## src/rtl/mips_dbg_pkg.sv

```systemverilog
// -----------------------------------------------------------------------------
// mips_dbg_pkg
//   Shared definitions for the pipeline debug path. The same encodings are used
//   by instruction_decode, the UART debug unit and pipeline_debug_ctrl.
//   Contents:
//     CMD_RUN/CMD_STEP/CMD_HALT/CMD_DUMP  2-bit debug command codes
//     state_t                             sequencer state encoding (o_state)
//     dump_len()                          number of words in one register dump
// -----------------------------------------------------------------------------
package mips_dbg_pkg;

    localparam logic [1:0] CMD_RUN  = 2'b00;
    localparam logic [1:0] CMD_STEP = 2'b01;
    localparam logic [1:0] CMD_HALT = 2'b10;
    localparam logic [1:0] CMD_DUMP = 2'b11;

    typedef enum logic [2:0] {
        IDLE  = 3'd0,
        RUN   = 3'd1,
        STEP  = 3'd2,
        DRAIN = 3'd3,
        DUMP  = 3'd4
    } state_t;

    // All GPRs, plus one trailing word when the cycle counter is appended.
    function automatic int dump_len(input int nb_addr, input bit cnt_en);
        return (1 << nb_addr) + (cnt_en ? 1 : 0);
    endfunction

endpackage

```

## src/rtl/pipeline_debug_ctrl_if.sv

```systemverilog
// -----------------------------------------------------------------------------
// pipeline_debug_ctrl_if
//   Command and dump-stream handshakes between the UART debug unit (master)
//   and pipeline_debug_ctrl (slave). Signal prefixes are from the controller's
//   point of view.
//   Signals:
//     i_cmd_valid / i_cmd[1:0] / o_cmd_ready      command channel
//     o_dump_data / o_dump_valid / o_dump_last    dump word channel
//     i_dump_ready                                dump sink ready
// -----------------------------------------------------------------------------
interface pipeline_debug_ctrl_if #(
    parameter int NB_DATA = 32
);
    logic               i_cmd_valid;
    logic [1:0]         i_cmd;
    logic               o_cmd_ready;
    logic [NB_DATA-1:0] o_dump_data;
    logic               o_dump_valid;
    logic               o_dump_last;
    logic               i_dump_ready;

    modport slave (
        input  i_cmd_valid,
        input  i_cmd,
        input  i_dump_ready,
        output o_cmd_ready,
        output o_dump_data,
        output o_dump_valid,
        output o_dump_last
    );

    modport master (
        output i_cmd_valid,
        output i_cmd,
        output i_dump_ready,
        input  o_cmd_ready,
        input  o_dump_data,
        input  o_dump_valid,
        input  o_dump_last
    );
endinterface

```

## src/rtl/dbg_dump_streamer.sv

```systemverilog
// -----------------------------------------------------------------------------
// dbg_dump_streamer
//   Walks the register file and streams each word through a single output
//   register with valid/ready/last. Words with index >= 2**NB_ADDR come from
//   i_extra_word instead of the register file.
//   Ports:
//     clk, i_rst_n      clock, async active-low reset
//     i_start           clear index/output register before a new dump
//     i_en              streamer active (controller in DUMP)
//     o_rd_addr         register-file read address (current index)
//     i_rd_data         register-file read data (combinational)
//     i_extra_word      word appended after the register file
//     i_dump_ready      sink ready
//     o_dump_data/valid/last  output register
//     o_done            final word accepted this cycle
// -----------------------------------------------------------------------------
module dbg_dump_streamer #(
    parameter int NB_DATA = 32,
    parameter int NB_ADDR = 5,
    parameter int N_WORDS = 32
) (
    input  logic               clk,
    input  logic               i_rst_n,
    input  logic               i_start,
    input  logic               i_en,
    output logic [NB_ADDR-1:0] o_rd_addr,
    input  logic [NB_DATA-1:0] i_rd_data,
    input  logic [NB_DATA-1:0] i_extra_word,
    input  logic               i_dump_ready,
    output logic [NB_DATA-1:0] o_dump_data,
    output logic               o_dump_valid,
    output logic               o_dump_last,
    output logic               o_done
);

    // One bit wider than the address so the index never wraps back to 0.
    localparam int NB_IDX = NB_ADDR + 1;

    logic [NB_IDX-1:0]  idx_q;
    logic               words_left;
    logic               is_final;
    logic               xfer;
    logic               load;
    logic [NB_DATA-1:0] word_in;

    assign words_left = (idx_q < NB_IDX'(N_WORDS));
    assign is_final   = (idx_q == NB_IDX'(N_WORDS - 1));
    assign xfer       = o_dump_valid && i_dump_ready;
    assign load       = i_en && words_left && (!o_dump_valid || i_dump_ready);
    assign word_in    = idx_q[NB_ADDR] ? i_extra_word : i_rd_data;
    assign o_rd_addr  = idx_q[NB_ADDR-1:0];
    assign o_done     = i_en && xfer && o_dump_last;

    always_ff @(posedge clk or negedge i_rst_n) begin
        if (!i_rst_n) begin
            idx_q        <= '0;
            o_dump_data  <= '0;
            o_dump_valid <= 1'b0;
            o_dump_last  <= 1'b0;
        end else if (i_start) begin
            idx_q        <= '0;
            o_dump_valid <= 1'b0;
            o_dump_last  <= 1'b0;
        end else if (i_en) begin
            if (load) begin
                o_dump_data  <= word_in;
                o_dump_valid <= 1'b1;
                o_dump_last  <= is_final;
                idx_q        <= idx_q + NB_IDX'(1);
            end else if (xfer) begin
                // Accepted with nothing left to replace it (covers the last word).
                o_dump_valid <= 1'b0;
                o_dump_last  <= 1'b0;
            end
        end
    end

endmodule

```

## src/rtl/pipeline_debug_ctrl.sv

```systemverilog
// -----------------------------------------------------------------------------
// pipeline_debug_ctrl
//   Run/step/halt sequencer for the 5-stage MIPS pipeline. Generates the fetch
//   hold and global pipeline stall, and while halted borrows register-file read
//   port 1 to stream all GPRs to the debug unit.
//   Build option: `PIPELINE_DEBUG_CYCLE_COUNT_EN adds an NB_CNT-bit counter of
//   unstalled cycles, appended as the final dump word.
//   Ports:
//     clk, i_rst_n     clock, async active-low reset
//     bus              command + dump stream (pipeline_debug_ctrl_if.slave)
//     i_halt_instr     ID decoded a HALT opcode
//     o_fetch_hold     freeze PC/IF
//     o_pipe_stall     freeze ID..WB pipeline registers
//     o_dbg_rd_en      read port 1 address taken from o_dbg_rd_addr
//     o_dbg_rd_addr    debug read address
//     i_dbg_rd_data    register-file read data
//     o_state          current state (state_t encoding)
//
//   state | meaning
//   ------+-------------------------------------------------------------
//   IDLE  | halted; accepts RUN/STEP/DUMP, HALT is a no-op
//   RUN   | free running; HALT cmd or HALT opcode starts a drain
//   STEP  | one unstalled cycle, then IDLE (or DRAIN on HALT opcode)
//   DRAIN | fetch held, PIPE_DEPTH cycles to retire in-flight work
//   DUMP  | halted; GPRs (and optional counter) streamed out
// -----------------------------------------------------------------------------
module pipeline_debug_ctrl
    import mips_dbg_pkg::*;
#(
    parameter int NB_DATA    = 32,
    parameter int NB_ADDR    = 5,
    parameter int PIPE_DEPTH = 4,
    parameter int NB_CNT     = 32
) (
    input  logic                 clk,
    input  logic                 i_rst_n,
    pipeline_debug_ctrl_if.slave bus,
    input  logic                 i_halt_instr,
    output logic                 o_fetch_hold,
    output logic                 o_pipe_stall,
    output logic                 o_dbg_rd_en,
    output logic [NB_ADDR-1:0]   o_dbg_rd_addr,
    input  logic [NB_DATA-1:0]   i_dbg_rd_data,
    output logic [2:0]           o_state
);

    localparam int NB_DRAIN = $clog2(PIPE_DEPTH + 1);

    if (PIPE_DEPTH < 1 || NB_CNT < 1 || NB_ADDR < 1 || NB_DATA < 1) begin : g_param_check
        $error("pipeline_debug_ctrl: parameters must all be >= 1");
    end

    state_t              state_q, state_d;
    logic [NB_DRAIN-1:0] drain_q;
    logic                drain_load;
    logic                dump_start;
    logic                dump_done;
    logic [NB_ADDR-1:0]  stream_addr;
    logic [NB_DATA-1:0]  cnt_word;

`ifdef PIPELINE_DEBUG_CYCLE_COUNT_EN
    localparam bit CNT_EN = 1'b1;

    logic [NB_CNT-1:0] cyc_cnt_q;

    always_ff @(posedge clk or negedge i_rst_n) begin
        if (!i_rst_n) begin
            cyc_cnt_q <= '0;
        end else if (!o_pipe_stall) begin
            cyc_cnt_q <= cyc_cnt_q + NB_CNT'(1);
        end
    end

    assign cnt_word = NB_DATA'(cyc_cnt_q);
`else
    localparam bit CNT_EN = 1'b0;

    assign cnt_word = '0;
`endif

    localparam int N_WORDS = dump_len(NB_ADDR, CNT_EN);

    always_ff @(posedge clk or negedge i_rst_n) begin
        if (!i_rst_n) begin
            state_q <= IDLE;
        end else begin
            state_q <= state_d;
        end
    end

    always_comb begin
        state_d         = state_q;
        o_fetch_hold    = 1'b1;
        o_pipe_stall    = 1'b1;
        bus.o_cmd_ready = 1'b0;
        o_dbg_rd_en     = 1'b0;
        drain_load      = 1'b0;
        dump_start      = 1'b0;

        case (state_q)
            IDLE: begin
                bus.o_cmd_ready = 1'b1;
                if (bus.i_cmd_valid) begin
                    case (bus.i_cmd)
                        CMD_RUN:  state_d = RUN;
                        CMD_STEP: state_d = STEP;
                        CMD_DUMP: begin
                            state_d    = DUMP;
                            dump_start = 1'b1;
                        end
                        default:  state_d = IDLE;
                    endcase
                end
            end
            RUN: begin
                o_fetch_hold    = 1'b0;
                o_pipe_stall    = 1'b0;
                bus.o_cmd_ready = 1'b1;
                // Any halt source wins over whatever else is on the command bus.
                if (i_halt_instr || (bus.i_cmd_valid && bus.i_cmd == CMD_HALT)) begin
                    state_d    = DRAIN;
                    drain_load = 1'b1;
                end
            end
            STEP: begin
                o_fetch_hold = 1'b0;
                o_pipe_stall = 1'b0;
                if (i_halt_instr) begin
                    state_d    = DRAIN;
                    drain_load = 1'b1;
                end else begin
                    state_d = IDLE;
                end
            end
            DRAIN: begin
                o_pipe_stall = 1'b0;
                if (drain_q == NB_DRAIN'(1)) begin
                    state_d = IDLE;
                end
            end
            DUMP: begin
                o_dbg_rd_en = 1'b1;
                if (dump_done) begin
                    state_d = IDLE;
                end
            end
            default: state_d = IDLE;
        endcase
    end

    // Loaded with PIPE_DEPTH on entry, so DRAIN lasts exactly PIPE_DEPTH cycles.
    always_ff @(posedge clk or negedge i_rst_n) begin
        if (!i_rst_n) begin
            drain_q <= '0;
        end else if (drain_load) begin
            drain_q <= NB_DRAIN'(PIPE_DEPTH);
        end else if (state_q == DRAIN) begin
            drain_q <= drain_q - NB_DRAIN'(1);
        end
    end

    dbg_dump_streamer #(
        .NB_DATA (NB_DATA),
        .NB_ADDR (NB_ADDR),
        .N_WORDS (N_WORDS)
    ) u_streamer (
        .clk          (clk),
        .i_rst_n      (i_rst_n),
        .i_start      (dump_start),
        .i_en         (state_q == DUMP),
        .o_rd_addr    (stream_addr),
        .i_rd_data    (i_dbg_rd_data),
        .i_extra_word (cnt_word),
        .i_dump_ready (bus.i_dump_ready),
        .o_dump_data  (bus.o_dump_data),
        .o_dump_valid (bus.o_dump_valid),
        .o_dump_last  (bus.o_dump_last),
        .o_done       (dump_done)
    );

    assign o_dbg_rd_addr = o_dbg_rd_en ? stream_addr : '0;
    assign o_state       = state_q;

endmodule

```

## src/flat_wrapper.sv

```systemverilog
// flat-port wrapper written by rule: the top's interface ports become plain ports
module pipeline_debug_ctrl_flat import mips_dbg_pkg::*;
#(
    parameter int NB_DATA    = 32,
    parameter int NB_ADDR    = 5,
    parameter int PIPE_DEPTH = 4,
    parameter int NB_CNT     = 32
)
  (clk, i_rst_n, i_halt_instr, o_fetch_hold, o_pipe_stall, o_dbg_rd_en, o_dbg_rd_addr, i_dbg_rd_data, o_state, bus_i_cmd_valid, bus_i_cmd, bus_i_dump_ready, bus_o_cmd_ready, bus_o_dump_data, bus_o_dump_valid, bus_o_dump_last);
  pipeline_debug_ctrl_if #(.NB_DATA(NB_DATA)) bus_i ();
  input  logic clk;
  input  logic i_rst_n;
  input  logic i_halt_instr;
  output logic o_fetch_hold;
  output logic o_pipe_stall;
  output logic o_dbg_rd_en;
  output logic [NB_ADDR-1:0] o_dbg_rd_addr;
  input  logic [NB_DATA-1:0] i_dbg_rd_data;
  output logic [2:0] o_state;
  input wire logic [$bits(bus_i.i_cmd_valid)-1:0] bus_i_cmd_valid;
  input wire logic [$bits(bus_i.i_cmd)-1:0] bus_i_cmd;
  input wire logic [$bits(bus_i.i_dump_ready)-1:0] bus_i_dump_ready;
  output wire logic [$bits(bus_i.o_cmd_ready)-1:0] bus_o_cmd_ready;
  output wire logic [$bits(bus_i.o_dump_data)-1:0] bus_o_dump_data;
  output wire logic [$bits(bus_i.o_dump_valid)-1:0] bus_o_dump_valid;
  output wire logic [$bits(bus_i.o_dump_last)-1:0] bus_o_dump_last;
  assign bus_i.i_cmd_valid = bus_i_cmd_valid;
  assign bus_i.i_cmd = bus_i_cmd;
  assign bus_i.i_dump_ready = bus_i_dump_ready;
  assign bus_o_cmd_ready = bus_i.o_cmd_ready;
  assign bus_o_dump_data = bus_i.o_dump_data;
  assign bus_o_dump_valid = bus_i.o_dump_valid;
  assign bus_o_dump_last = bus_i.o_dump_last;
  pipeline_debug_ctrl #(.NB_DATA(NB_DATA), .NB_ADDR(NB_ADDR), .PIPE_DEPTH(PIPE_DEPTH), .NB_CNT(NB_CNT)) u_core (.clk(clk), .i_rst_n(i_rst_n), .bus(bus_i), .i_halt_instr(i_halt_instr), .o_fetch_hold(o_fetch_hold), .o_pipe_stall(o_pipe_stall), .o_dbg_rd_en(o_dbg_rd_en), .o_dbg_rd_addr(o_dbg_rd_addr), .i_dbg_rd_data(i_dbg_rd_data), .o_state(o_state));
endmodule
```

## config.mk

```make
export PLATFORM = sky130hd
export DESIGN_NAME = pipeline_debug_ctrl_flat
export DESIGN_NICKNAME = d
export VERILOG_FILES = /design/src/rtl/mips_dbg_pkg.sv /design/src/rtl/pipeline_debug_ctrl_if.sv /design/src/rtl/dbg_dump_streamer.sv /design/src/rtl/pipeline_debug_ctrl.sv /design/src/flat_wrapper.sv
export SDC_FILE = /design/constraint.sdc
export NUM_CORES = 1
export LEC_CHECK = 0
export BUFFER_PORTS_ARGS = -buffer_cell sky130_fd_sc_hd__buf_2
export CORE_ASPECT_RATIO = 1.25
export CORE_MARGIN = 4
export CORE_UTILIZATION = 45
export DETAILED_ROUTE_END_ITERATION = 10
export GPL_TIMING_DRIVEN = 0
export PLACE_DENSITY_LB_ADDON = 0.05
export SLEW_MARGIN = 20
export SYNTH_ARGS = -nofsm -noshare
export SYNTH_HDL_FRONTEND = slang
export SYNTH_SLANG_ARGS = --single-unit
```

## constraint.sdc

```tcl
create_clock -name clk -period 1.9 [get_ports clk]
set_input_delay 0.38 -clock clk [delete_from_list [all_inputs] [get_ports clk]]
set_output_delay 0.38 -clock clk [all_outputs]
set_load 0.05 [all_outputs]
```

Word-level counts from Yosys, hierarchy flattened:

Cells that the tools add are included.

* bitwise operators: 1
* magnitude comparators: 1
* equality and inequality tests: 13
* reductions and logical operators: 22
* muxes and demuxes: 31
* $add $sub $neg: 2

Operators with widths (number)
* 2-to-1 mux 32 bit: 1
* 2-to-1 mux 3 bit: 6
* 2-to-1 mux 6 bit: 3
* 2-to-1 mux 1 bit: 16
* case mux 3 bit (5 select lines): 1
* case mux 3 bit (3 select lines): 1
* adder 6 x 1 -> 6 bit (second input constant): 1
* equality test 3 x 1 -> 1 bit (second input constant): 2
* equality test 3 x 2 -> 1 bit (second input constant): 2
* equality test 6 x 5 -> 1 bit (second input constant): 1
* logical AND 1 bit: 6
* less-than comparator 6 bit (second input constant): 1
* != test 2 x 1 -> 1 bit (second input constant): 3
* nonzero test 2 bit: 3
* 2-to-1 mux 5 bit: 1
* equality test 2 bit (second input constant): 2
* AND reduction 2 bit: 2
* AND reduction 4 bit: 1
* OR reduction 2 bit: 2
* equality test 3 bit (second input constant): 1
* zero test 3 bit: 1
* AND reduction 3 bit: 1
* nonzero test 3 bit: 1
* OR reduction 3 bit: 1
* 9 further kinds: 10

* output and inout bits: 46
* register bits: 46
* bits of input ports: 39
* word-level logic and storage cells: 76

Logic depth before layout (Yosys ltp):

Gate-level depths: netlist of the first run.

* word-level depth: 6
* mapped depth: 7
* depth with buffers taken out: 6

Hierarchy:

Synthesis of the first run repeated with hierarchy kept, for this count alone.

* cells, all modules: 213
* area, all modules: 2591.2 um^2

By module, submodules not included
* dbg_dump_streamer: sequential area each 1001.0 um^2, times used 1, cells an instance 156, area an instance 2062.0 um^2
* pipeline_debug_ctrl: sequential area each 150.1 um^2, times used 1, cells an instance 57, area an instance 529.3 um^2

Least setup slack after synthesis of the first run:

OpenSTA, ideal clock, no wires.

* path type: register to register
* start: reg u_core.state_q[0], in the netlist u_core.o_state[0]
* end: reg u_core.u_streamer.idx_q[3]
* setup slack: -0.123 ns
* path buffers: 2
* cell stages (with the launch flop): 7
* clock period less this slack: 2.023 ns
* arrival time: 1.897 ns
* data required time: 1.774 ns
* library setup time: 0.126 ns
* path through: dfrtp_1 -> buf_2 -> or3b_4 -> nor3_4 -> buf_6 -> nor2_1 -> a221o_1

* longest elaborated chain between the ends: 5
* elaborated cells between the ends (all ways): 9
* those cells by class: 1 x eq/ne; 2 x mux; 6 x reduce/logical

Ends and longest elaborated chain
* from (decl): line pipeline_debug_ctrl.sv:53 `state_t state_q, state_d;`
* from (signal assigned): line pipeline_debug_ctrl.sv:87 `state_q <= state_d;`
* equality test 3 bit: line pipeline_debug_ctrl.sv:170 `.i_en (state_q == DUMP),`
* logical AND 1 bit (2 in a row): line dbg_dump_streamer.sv:49 `assign load = i_en && words_left && (!o_dump_valid || i_dump_ready);`
* nonzero test 2 bit (no source line)
* AND reduction 2 bit (no source line)
* to (signal assigned): line dbg_dump_streamer.sv:69 `idx_q <= idx_q + NB_IDX'(1);`
* to (decl): line dbg_dump_streamer.sv:39 `logic [NB_IDX-1:0] idx_q;`

Parallel ways exist; a longest one is shown, timed or not.
A chain may end at the register's enable or synchronous reset.

Worst setup path after layout of the first run:

* start: reg u_core.state_q[1], in the netlist u_core.o_state[1]
* end: out o_dbg_rd_en

* longest elaborated chain between the ends: 2

Ends and longest elaborated chain
* equality test 3 bit: line pipeline_debug_ctrl.sv:100 `case (state_q)`
* 2-to-1 mux 1 bit: line pipeline_debug_ctrl.sv:100
* to (decl): line flat_wrapper.sv:16 `output logic o_dbg_rd_en;`

Every way passes these cells.

==> impl_metrics.tcl, run 1 <==
set metrics [dict create \
    synth_fp_nets 269 \
    grt-ovfl-total 0 \
    pin_count 85 \
    viasPerCell 5.058 \
    mostFrequentLayoutCell "buf_2" \
    htreeDepth 2 \
    startpoint_type "flip-flop" \
    final_layout_size_suffix_gt1_share_pct 35.63 \
    synth-seq-cells 46 \
    hold_violations 0 \
    grt_setup_unrepaired "no" \
    dpl_worst_slack_ns -0.04067 \
    vdd_drop_max_v 0.0008898 \
    timing.fmax_ghz 0.5471 \
    p_leak_nw 1.473 \
    cp.required_ns 1.52 \
    port_buffers 84 \
    power.density_mw_per_mm2 1755 \
    status "finished clean" \
    clk_path_buf_depth 2 \
    ys_async_sr_fraction_pct 100.0 \
    wl_met1_mm 2.336 \
    synth_edf_count 0 \
    path_class "flip-flop to primary output" \
    vias 1922 \
    setup-violations-final 0 \
    synth_area_mm2 0.002227 \
    critPathMaxFanout 7 \
    final_nets 361 \
    cp_data_arrival_time_ns 1.45 \
    top_layer "met4" \
    hold_path_class "input pin to async pin" \
    place_congestion 0.7467 \
    crit_chain "or3b_4 -> clkinvlp_4 -> buf_8" \
    drc 0 \
    grt_pass1_vias 1876 \
    first_pass_iters 4 \
    synthCells 227 \
    finalMaxSlewViolations 0 \
    grt_pass1_wl_mm 8.928 \
    insertion_delay_ns 0.30 \
    grt_use_total_pct 18.16 \
    post-route-util_pct 60.43 \
    syn_area_per_cell_um2 9.811 \
    fin_skew_ns 0.009251 \
    detail_route.wl_per_cell_um 13.63 \
    max_stage_delay_ns 0.47 \
    cp_num_buf_inv 2 \
    relSlewSlack_pct 61.59 \
    end_kind "primary output" \
    antenna_cells 0 \
    period_share_pct 96.20 \
    dp_hpwl_mm 3.758 \
    drtAntennaViolNets 0 \
    ys_warn_count 0 \
    worst_slack_ns 0.07211 \
    cts_root_buf "clkbuf_8" \
    ys.flop_type "dfrtp_1" \
    area_delta_synth_final_pct 29.27 \
    first_iter_violations 79 \
    final.fill_count 465 \
    drt-total-wl_mm 5.178 \
    clkSinkCount 46 \
    yosysSeqAreaShare_pct 51.69 \
    final_cell_mix "buf_2 (81), dfrtp_1 (43), o21ai_0 (37)" \
    synth.distinct_cells 39 \
    clk_pin_slew_ns 0.08 \
    die_y_um 86.66 \
    wl_met2_mm 2.383 \
    tightest_slew_ns 0.5762 \
    antenna_found_initial 0 \
    cp_top_family "flip-flops" \
    core_region_area_mm2 0.004765 \
    drv_cap 0 \
    route.met3.wl_um 376 \
    cts_inserted_buffers 5 \
    die_area_mm2 0.006146 \
    period_needed_ns 1.828 \
    cts_tree "built" \
    start_util_pct 46.74 \
    grt_max_degree 47 \
    cp_slowest_cell "dfrtp_2" \
    die_w_um 70.93 \
    num_rows 28 \
]
cells by family (layout without fill, tap and decap cells):
family	count (synthesis)	after routing	synth area share (%)
AND/OR/NAND/NOR	71	71	21.63
AO/OA/AOI/OAI	52	52	13.65
buffers and inverters	51	144	9.550
flip-flops	46	46	51.69
adder cells (fa/ha/maj)	3	3	1.686
multiplexers	3	3	1.404
XOR/XNOR	1	1	0.3933
worst reg2reg max path: cells and delay by family, from the launching register on:
| family | cells | cell delay, ns |
|---|---|---|
| DFF | 1 | 0.47 |
| AOI/OAI and AO/OA | 1 | 0.34 |
| buffers and inverters | 1 | 0.16 |
| and+or+nand+nor | 3 | 0.66 |
report_power, final:
part,switching (mW),internal (mW)
Combinational,2.03,0.670
Sequential,0.289,1.40
Clock,0.335,0.334
Total,2.65,2.40
timing repair:
| item | 4_1_cts | 5_1_grt |
|---|---|---|
| hold buffers | 0 | 0 |
| setup buffers | 1 | 2 |
| setup endpoints to repair | 9 | 37 |
| pin swaps | 1 | 0 |
| gates resized for setup | 9 | 9 |
| hold endpoints to repair | 0 | 0 |
through the flow:
step | instance area, µm² | power (mW) | cells | TNS [ns] | hold slack, ns
2_1_floorplan | 2241 | 3.756 | 227 | 0 | 0.08441
3_3_place_gp | 2736 | 4.377 | 371 | 0 | 0.4781
3_5_place_dp | 2736 | 4.414 | 371 | -0.04067 | 0.4860
4_1_cts | 2851 | 5.054 | 378 | 0 | 0.2804
5_1_grt | 2879 | 5.396 | 380 | 0 | 0.1075
6_report | 2879 | 5.054 | 380 | 0 | 0.07046
flip-flops by register name (all words and copies together) (netlist names):
register,flops
u_core.drain_q,3
u_core.o_state,3
u_core.u_streamer.idx_q,6
u_core.u_streamer.o_dump_data,32
u_core.u_streamer.o_dump_last,1
u_core.u_streamer.o_dump_valid,1
synth_stat cells (2+ instances only):
library cell	number	area share, %
dfrtp_1	46	52
nand4_1	2	0.56
mux2i_1	2	0.90
inv_1	37	6.2
nand3b_1	33	11
clkbuf_1	7	1.2
o21ai_0	37	8.3
a22o_1	3	1.2
nand2_1	5	0.84
and3_1	7	2.0
nor2b_1	5	1.4
buf_2	5	1.1
ha_1	3	1.7
a21oi_1	3	0.67
nor2_1	6	1.0
nand2b_1	2	0.56
buf_6	2	1.0
final cells by class:
class | instances | area (µm²) | area share (%)
plain buffers | 12 | 62.56 | 2.173
clock buffers | 7 | 96.34 | 3.346
clock inverters | 1 | 8.758 | 0.3042
inverters | 37 | 142.6 | 4.954
multi-input cells | 130 | 870.8 | 30.25
flip-flops and latches | 46 | 1155 | 40.11
well taps | 60 | 75.07 | 2.608
repair buffers | 87 | 467.9 | 16.25
routing by layer:
metal | up-vias | global-route usage [%]
li1 | 950 | -
met1 | 903 | 24.46
met2 | 63 | 28.61
met3 | 6 | 4.640
met4 | 0 | 6.154
met5 | - | 0
final timing paths:
| kind | slack, ns | end | from | depth (start not counted) |
|---|---|---|---|---|
| max reg2reg | 0.17 | u_core.u_streamer.idx_q[3]$_DFFE_PN0P_ | u_core.o_state[1]$_DFFE_PN0P_ | 5 |
| min | 0.07 | u_core.u_streamer.o_dump_data[5]$_DFFE_PN0P_ | i_rst_n | 1 |
| max in group asynchronous | 1.40 | u_core.o_state[1]$_DFFE_PN0P_ | i_rst_n | 1 |
| min reg2reg | 0.50 | u_core.u_streamer.o_dump_last$_DFFE_PN0P_ | u_core.u_streamer.o_dump_last$_DFFE_PN0P_ | 1 |
| min in group clk | 0.31 | u_core.u_streamer.o_dump_data[16]$_DFFE_PN0P_ | i_dbg_rd_data[16] | 3 |
| max | 0.07 | o_dbg_rd_en | u_core.o_state[1]$_DFFE_PN0P_ | 3 |
Note: power is estimated with default switching activity, not from simulation.
==> inputs of run 2 (changes only) <==
--- a/config.mk
+++ b/config.mk
@@ -10,3 +10,3 @@
 export CORE_MARGIN = 4
-export CORE_UTILIZATION = 45
+export CORE_UTILIZATION = 39
 export DETAILED_ROUTE_END_ITERATION = 10
@@ -14,2 +14,3 @@
 export PLACE_DENSITY_LB_ADDON = 0.05
+export SETUP_SLACK_MARGIN = 0.2
 export SLEW_MARGIN = 20
==> constraint.sdc (replaced) <==
create_clock -name clk -period 1.9 [get_ports clk]
set_input_delay 0.095 -clock clk [delete_from_list [all_inputs] [get_ports clk]]
set_output_delay 0.095 -clock clk [all_outputs]
set_load 0.05 [all_outputs]
==> run 2 against run 1 <==
Global-route usage shrank 1.2 points. Hold slack lost 0.036 ns. Non-clock buffer count grew 15. Routed wire length grew 9.7%. Clock power shrank 16%. Die area grew 14%. Core utilization shrank 4.3 points. Via count grew 3.5%. Largest cell class unchanged. Largest power group unchanged.
==> impl_metrics.tcl, run 2 (synthesis gave the netlist of run 1 again) <==
set metrics [dict create \
    drc 0 \
    fin_cells 398 \
    cts_tree "built" \
    clkSinkCount 46 \
    seqCellArea_mm2 0.001155 \
    status "finished clean" \
    worst_slack_ns 0.1110 \
    cp_num_buf_inv 2 \
    max_stage_delay_ns 0.43 \
    crit_chain "buf_6 -> or3b_4 -> nor3_4 -> buf_6 -> nor2_4 -> a221o_1" \
    top_register "u_core.u_streamer.o_dump_data" \
    num_rows 30 \
    tightest_slew_ns 0.5878 \
    timing.fmax_ghz 0.5590 \
    grt_use_total_pct 17.00 \
    port_buffers 84 \
    drtAntennaViolNets 0 \
    relSlewSlack_pct 60.82 \
    die_y_um 92.49 \
    final.fill_count 520 \
    end_kind "flip-flop" \
    path_class "flip-flop to flip-flop" \
    final_layout_size_suffix_gt1_share_pct 38.02 \
    hold_path_class "input pin to flip-flop" \
    cts_root_buf "clkbuf_8" \
    largest_reg_flops 32 \
    power.density_mw_per_mm2 1638 \
    cts_inserted_buffers 5 \
    place_congestion 0.7951 \
    start_util_pct 40.64 \
    reg_top3 "u_core.u_streamer.o_dump_data x32, u_core.u_streamer.idx_q x6" \
    dp.cells 375 \
    cpMostUsedCell "buf_6" \
    multiInputGateArea_um2 880.8 \
    grt_max_degree 47 \
    period_share_pct 94.16 \
    grt-ovfl-total 0 \
    detail_route.wl_per_cell_um 14.28 \
    die_w_um 75.59 \
    final_cell_mix "buf_2 (82), dfrtp_1 (43), inv_1 (36)" \
    mostFrequentLayoutCell "buf_2" \
    grt_pass1_wl_mm 9.342 \
    fin_skew_ns 0.009004 \
    cp.required_ns 2.08 \
    final_nets 376 \
    antenna_cells 0 \
    critPathMaxFanout 7 \
    cp_slowest_cell "or3b_4" \
    dpl_worst_slack_ns -0.05267 \
    vias 1989 \
    insertion_delay_ns 0.29 \
    drv_cap 0 \
    pin_count 85 \
    p_leak_nw 1.563 \
    grt_pass1_vias 1946 \
    dp_hpwl_mm 3.875 \
    setup-violations-final 0 \
    clk_pin_slew_ns 0.09 \
    htreeDepth 2 \
    grt_setup_unrepaired "yes" \
    area_delta_synth_final_pct 38.03 \
    hold_violations 0 \
    vdd_drop_max_v 0.0007737 \
    period_needed_ns 1.789 \
    cp_data_arrival_time_ns 1.97 \
    first_iter_violations 109 \
    antenna_found_initial 0 \
    first_pass_iters 4 \
    die_area_mm2 0.006991 \
    drt-total-wl_mm 5.682 \
    finalMaxSlewViolations 0 \
    startpoint_type "flip-flop" \
    cp_top_family "simple AND/OR/NAND/NOR gates" \
    core_region_area_mm2 0.005480 \
    clk_path_buf_depth 2 \
    viasPerCell 4.997 \
]
## run 2: changes by cell type in the layout (fill, tap and decap cells not counted), moves of 2 or more
cell,before,now
buf_12,0,2
buf_4,9,13
buf_6,1,6
buf_8,1,4
clkbuf_1,3,6
clkbuf_2,4,0
o21ai_0,37,29
o21ai_1,0,6
o21ai_2,0,2
## run 2: power by group
part / total (mW) / switching [mW] / internal (mW) / leakage (nW)
registers: 1.65 / 0.250 / 1.40 / 0.574
clock network: 0.560 / 0.307 / 0.254 / 0.0383
logic: 2.83 / 2.08 / 0.741 / 0.951
## run 2: worst reg2reg max path: cells and delay by family (launching register included)
kind | cells | cell delay, ns
AO/OA/AOI/OAI | 1 | 0.31
flip-flops | 1 | 0.41
buffers and inverters | 2 | 0.31
AND/OR/NAND/NOR | 3 | 0.64
## run 2: layer usage
| metal | global-route usage [%] | wire, µm | up-vias |
|---|---|---|---|
| met3 | 4.452 | 410 | 5 |
| met2 | 27.45 | 2788 | 66 |
| met1 | 22.54 | 2432 | 929 |
| met5 | 0 | 0 | - |
| met4 | 3.936 | 51 | 0 |
| li1 | - | - | 989 |
## run 2: timing repair
item,CTS,global route
pin swaps,2,7
hold endpoints to repair,0,46
gates cloned,3,1
setup endpoints to repair,44,48
gates resized for setup,19,20
setup buffers,7,4
hold buffers,0,1
## run 2: per-stage QoR
stage               power, mW  instance area, µm²  setup TNS, ns  hold WS [ns]  utilization [%]
CTS                     5.052                2970              0       0.01864            54.20
global route            5.375                3074              0       0.03431            56.10
detailed placement      4.422                2749        -0.2937        0.3329            50.16
floorplan               3.757                2248              0       -0.2006                -
finish                  5.035                3074              0       0.03426            56.10
global placement        4.411                2749      -0.006954        0.3251            50.16
## run 2: layout make-up
cell class | instances | share of cell area (%)
buffer | 14 | 3.989
clock buffer | 7 | 2.483
inverter | 37 | 4.640
multi-input combinational | 130 | 28.65
sequential | 46 | 37.57
tap | 64 | 2.605
timing repair buffer | 100 | 20.07
## run 2: worst paths after layout
check | from | end | slack, ns | cells after the start
worst min-delay path | i_dbg_rd_data[16] | u_core.u_streamer.o_dump_data[16]$_DFFE_PN0P_ | 0.03 | 3
worst max register to register | u_core.o_state[0]$_DFFE_PN0P_ | u_core.u_streamer.idx_q[3]$_DFFE_PN0P_ | 0.11 | 6
max in group asynchronous | i_rst_n | u_core.o_state[2]$_DFFE_PN0P_ | 1.11 | 2
worst max-delay path | u_core.o_state[0]$_DFFE_PN0P_ | u_core.u_streamer.idx_q[3]$_DFFE_PN0P_ | 0.11 | 6
worst min register to register | u_core.u_streamer.o_dump_last$_DFFE_PN0P_ | u_core.u_streamer.o_dump_last$_DFFE_PN0P_ | 0.52 | 1
min in group asynchronous | i_rst_n | u_core.u_streamer.idx_q[2]$_DFFE_PN0P_ | 0.33 | 2
==> inputs of run 3 (changes only) <==
SKIP_LAST_GASP = 1   (was unset)
clock period = 1.6 ns   (was 1.9 ns; I/O delays follow)
==> run 3 against run 2 <==
Critical path type unchanged. Largest cell class unchanged. Fmax increased by 2.4%. Die area stayed put. First-iteration DRC count down 55%. Register-to-register slack lost 0.26 ns. Flip-flop and latch count unchanged. Highest routed layer unchanged. The run now ends with negative setup slack left. Via count is 0.55% lower.
==> impl_metrics.tcl, run 3 (synthesis gave the netlist of run 1 again) <==
set metrics [dict create \
    status "complete, but fails checks" \
    failed_checks "negative setup slack" \
    critPathMaxFanout 6 \
    area_delta_synth_final_pct 42.36 \
    timing.fmax_ghz 0.5724 \
    drv_cap 0 \
    cpMostUsedCell "buf_6" \
    reg2reg_from "u_core.o_state[0]$_DFFE_PN0P_" \
    viasPerCell 4.933 \
    placed_cell_area_mm2 0.002758 \
    dp_hpwl_mm 3.738 \
    cp.required_ns 1.78 \
    grt_setup_unrepaired "yes" \
    final_cell_mix "buf_2 (76), dfrtp_1 (43), inv_1 (35)" \
    route.met3.wl_um 411 \
    final_nets 379 \
    first_iter_violations 49 \
    vias 1978 \
    cts_root_buf "clkbuf_8" \
    grt_pass1_vias 1916 \
    num_rows 30 \
    startpoint "u_core.o_state[0]$_DFFE_PN0P_" \
    clk_path_buf_depth 2 \
    cp_data_arrival_time_ns 1.93 \
    grt_use_total_pct 16.19 \
    hold_violations 0 \
    hold_path_class "input pin to flip-flop" \
    mostFrequentLayoutCell "buf_2" \
    die_w_um 75.59 \
    start_util_pct 40.64 \
    grt_pass1_wl_mm 8.880 \
    finalMaxSlewViolations 0 \
    pin_count 85 \
    top_layer "met4" \
    drtAntennaViolNets 0 \
    cp_num_buf_inv 2 \
    vdd_drop_max_v 0.001062 \
    dp.cells 375 \
    end_kind "flip-flop" \
    die_y_um 92.49 \
    crit_chain "buf_6 -> or3b_4 -> nor3_4 -> buf_6 -> nor2_4 -> a221o_1" \
    first_pass_iters 4 \
    power.density_mw_per_mm2 2001 \
    setup-violations-final 45 \
    startpoint_type "flip-flop" \
    relSlewSlack_pct 60.24 \
    port_buffers 84 \
    reg_top3 "u_core.u_streamer.o_dump_data x32, u_core.u_streamer.idx_q x6" \
    antenna_found_initial 0 \
    max_stage_delay_ns 0.41 \
    fin_skew_ns 0.005008 \
    fin_cells 401 \
    antenna_cells 0 \
    clk_pin_slew_ns 0.09 \
    final_layout_size_suffix_gt1_share_pct 40.95 \
    top_register "u_core.u_streamer.o_dump_data" \
    grt-ovfl-total 0 \
    worst_slack_ns -0.1469 \
    core_region_area_mm2 0.005480 \
    clkSinkCount 46 \
    cp_slowest_cell "dfrtp_2" \
    p_leak_nw 1.566 \
    cts_tree "built" \
    drt-total-wl_mm 5.568 \
    die_area_mm2 0.006991 \
    post-route-util_pct 57.85 \
    place_congestion 0.7212 \
    period_share_pct 109.2 \
    drc 0 \
    final_area_mm2 0.003171 \
    largest_reg_flops 32 \
    tightest_slew_ns 0.5965 \
    path_class "flip-flop to flip-flop" \
    insertion_delay_ns 0.29 \
    htreeDepth 2 \
    detail_route.wl_per_cell_um 13.89 \
    period_needed_ns 1.747 \
    wl_met1_mm 2.385 \
    cp_top_family "simple AND/OR/NAND/NOR gates" \
    hp-start "i_dbg_rd_data[29]" \
    wl_met2_mm 2.714 \
    grt_max_degree 47 \
    cts_inserted_buffers 5 \
]
run 3: final cells by class:
type / count / area, µm²
buffer: 14 / 127.6
clock buffer: 6 / 72.57
clock inverter: 1 / 7.507
fill: 513 / 2310
inverter: 37 / 142.6
multi-input combinational: 131 / 923.4
sequential: 46 / 1155
tap: 64 / 80.08
timing repair buffer: 102 / 661.9
run 3: repair_timing:
action,in CTS,in global routing
hold endpoints to repair,0,46
setup endpoints to repair,50,50
pin swaps,0,12
gates resized for setup,25,44
setup buffers,5,10
hold buffers,0,1
gates cloned,2,1
run 3: final timing paths:
check                                                                 to  slack [ns]  cells past startpoint
max in group asynchronous                  u_core.o_state[2]$_DFFE_PN0P_        0.83                      2
max                               u_core.u_streamer.idx_q[3]$_DFFE_PN0P_       -0.15                      6
max reg2reg                       u_core.u_streamer.idx_q[3]$_DFFE_PN0P_       -0.15                      6
min                        u_core.u_streamer.o_dump_data[29]$_DFFE_PN0P_        0.01                      3
min in group asynchronous                  u_core.o_state[1]$_DFFE_PN0P_        0.34                      2
min reg2reg                 u_core.u_streamer.o_dump_data[7]$_DFFE_PN0P_        0.52                      2
run 3: metal layers:
metal	GRT usage (%)	vias up
met4	3.936	0
met5	0	-
met1	20.51	931
met3	5.429	5
li1	-	987
met2	26.22	55
run 3: tightest hold or removal path, stage by stage:
cell and delay [ns]:
buf_2 0.07, nand3b_1 0.06, o21ai_0 0.06
run 3: report_power, final:
group          switching [mW]  leakage [nW]  internal (mW)
logic                    2.57         0.955           1.14
clock network           0.382        0.0373          0.300
registers               0.293         0.574           1.66
run 3: per-stage QoR:
stage / hold WS, ns / worst slack, ns / total power, mW / TNS [ns]
2_1_floorplan: -0.2156 / -0.2436 / 4.468 / -8.123
3_3_place_gp: 0.3150 / -0.2943 / 5.215 / -9.343
3_5_place_dp: 0.3193 / -0.3230 / 5.231 / -9.685
4_1_cts: 0.003574 / -0.1495 / 6.036 / -3.821
5_1_grt: 0.01170 / -0.1965 / 6.760 / -6.362
6_report: 0.01426 / -0.1469 / 6.345 / -2.927
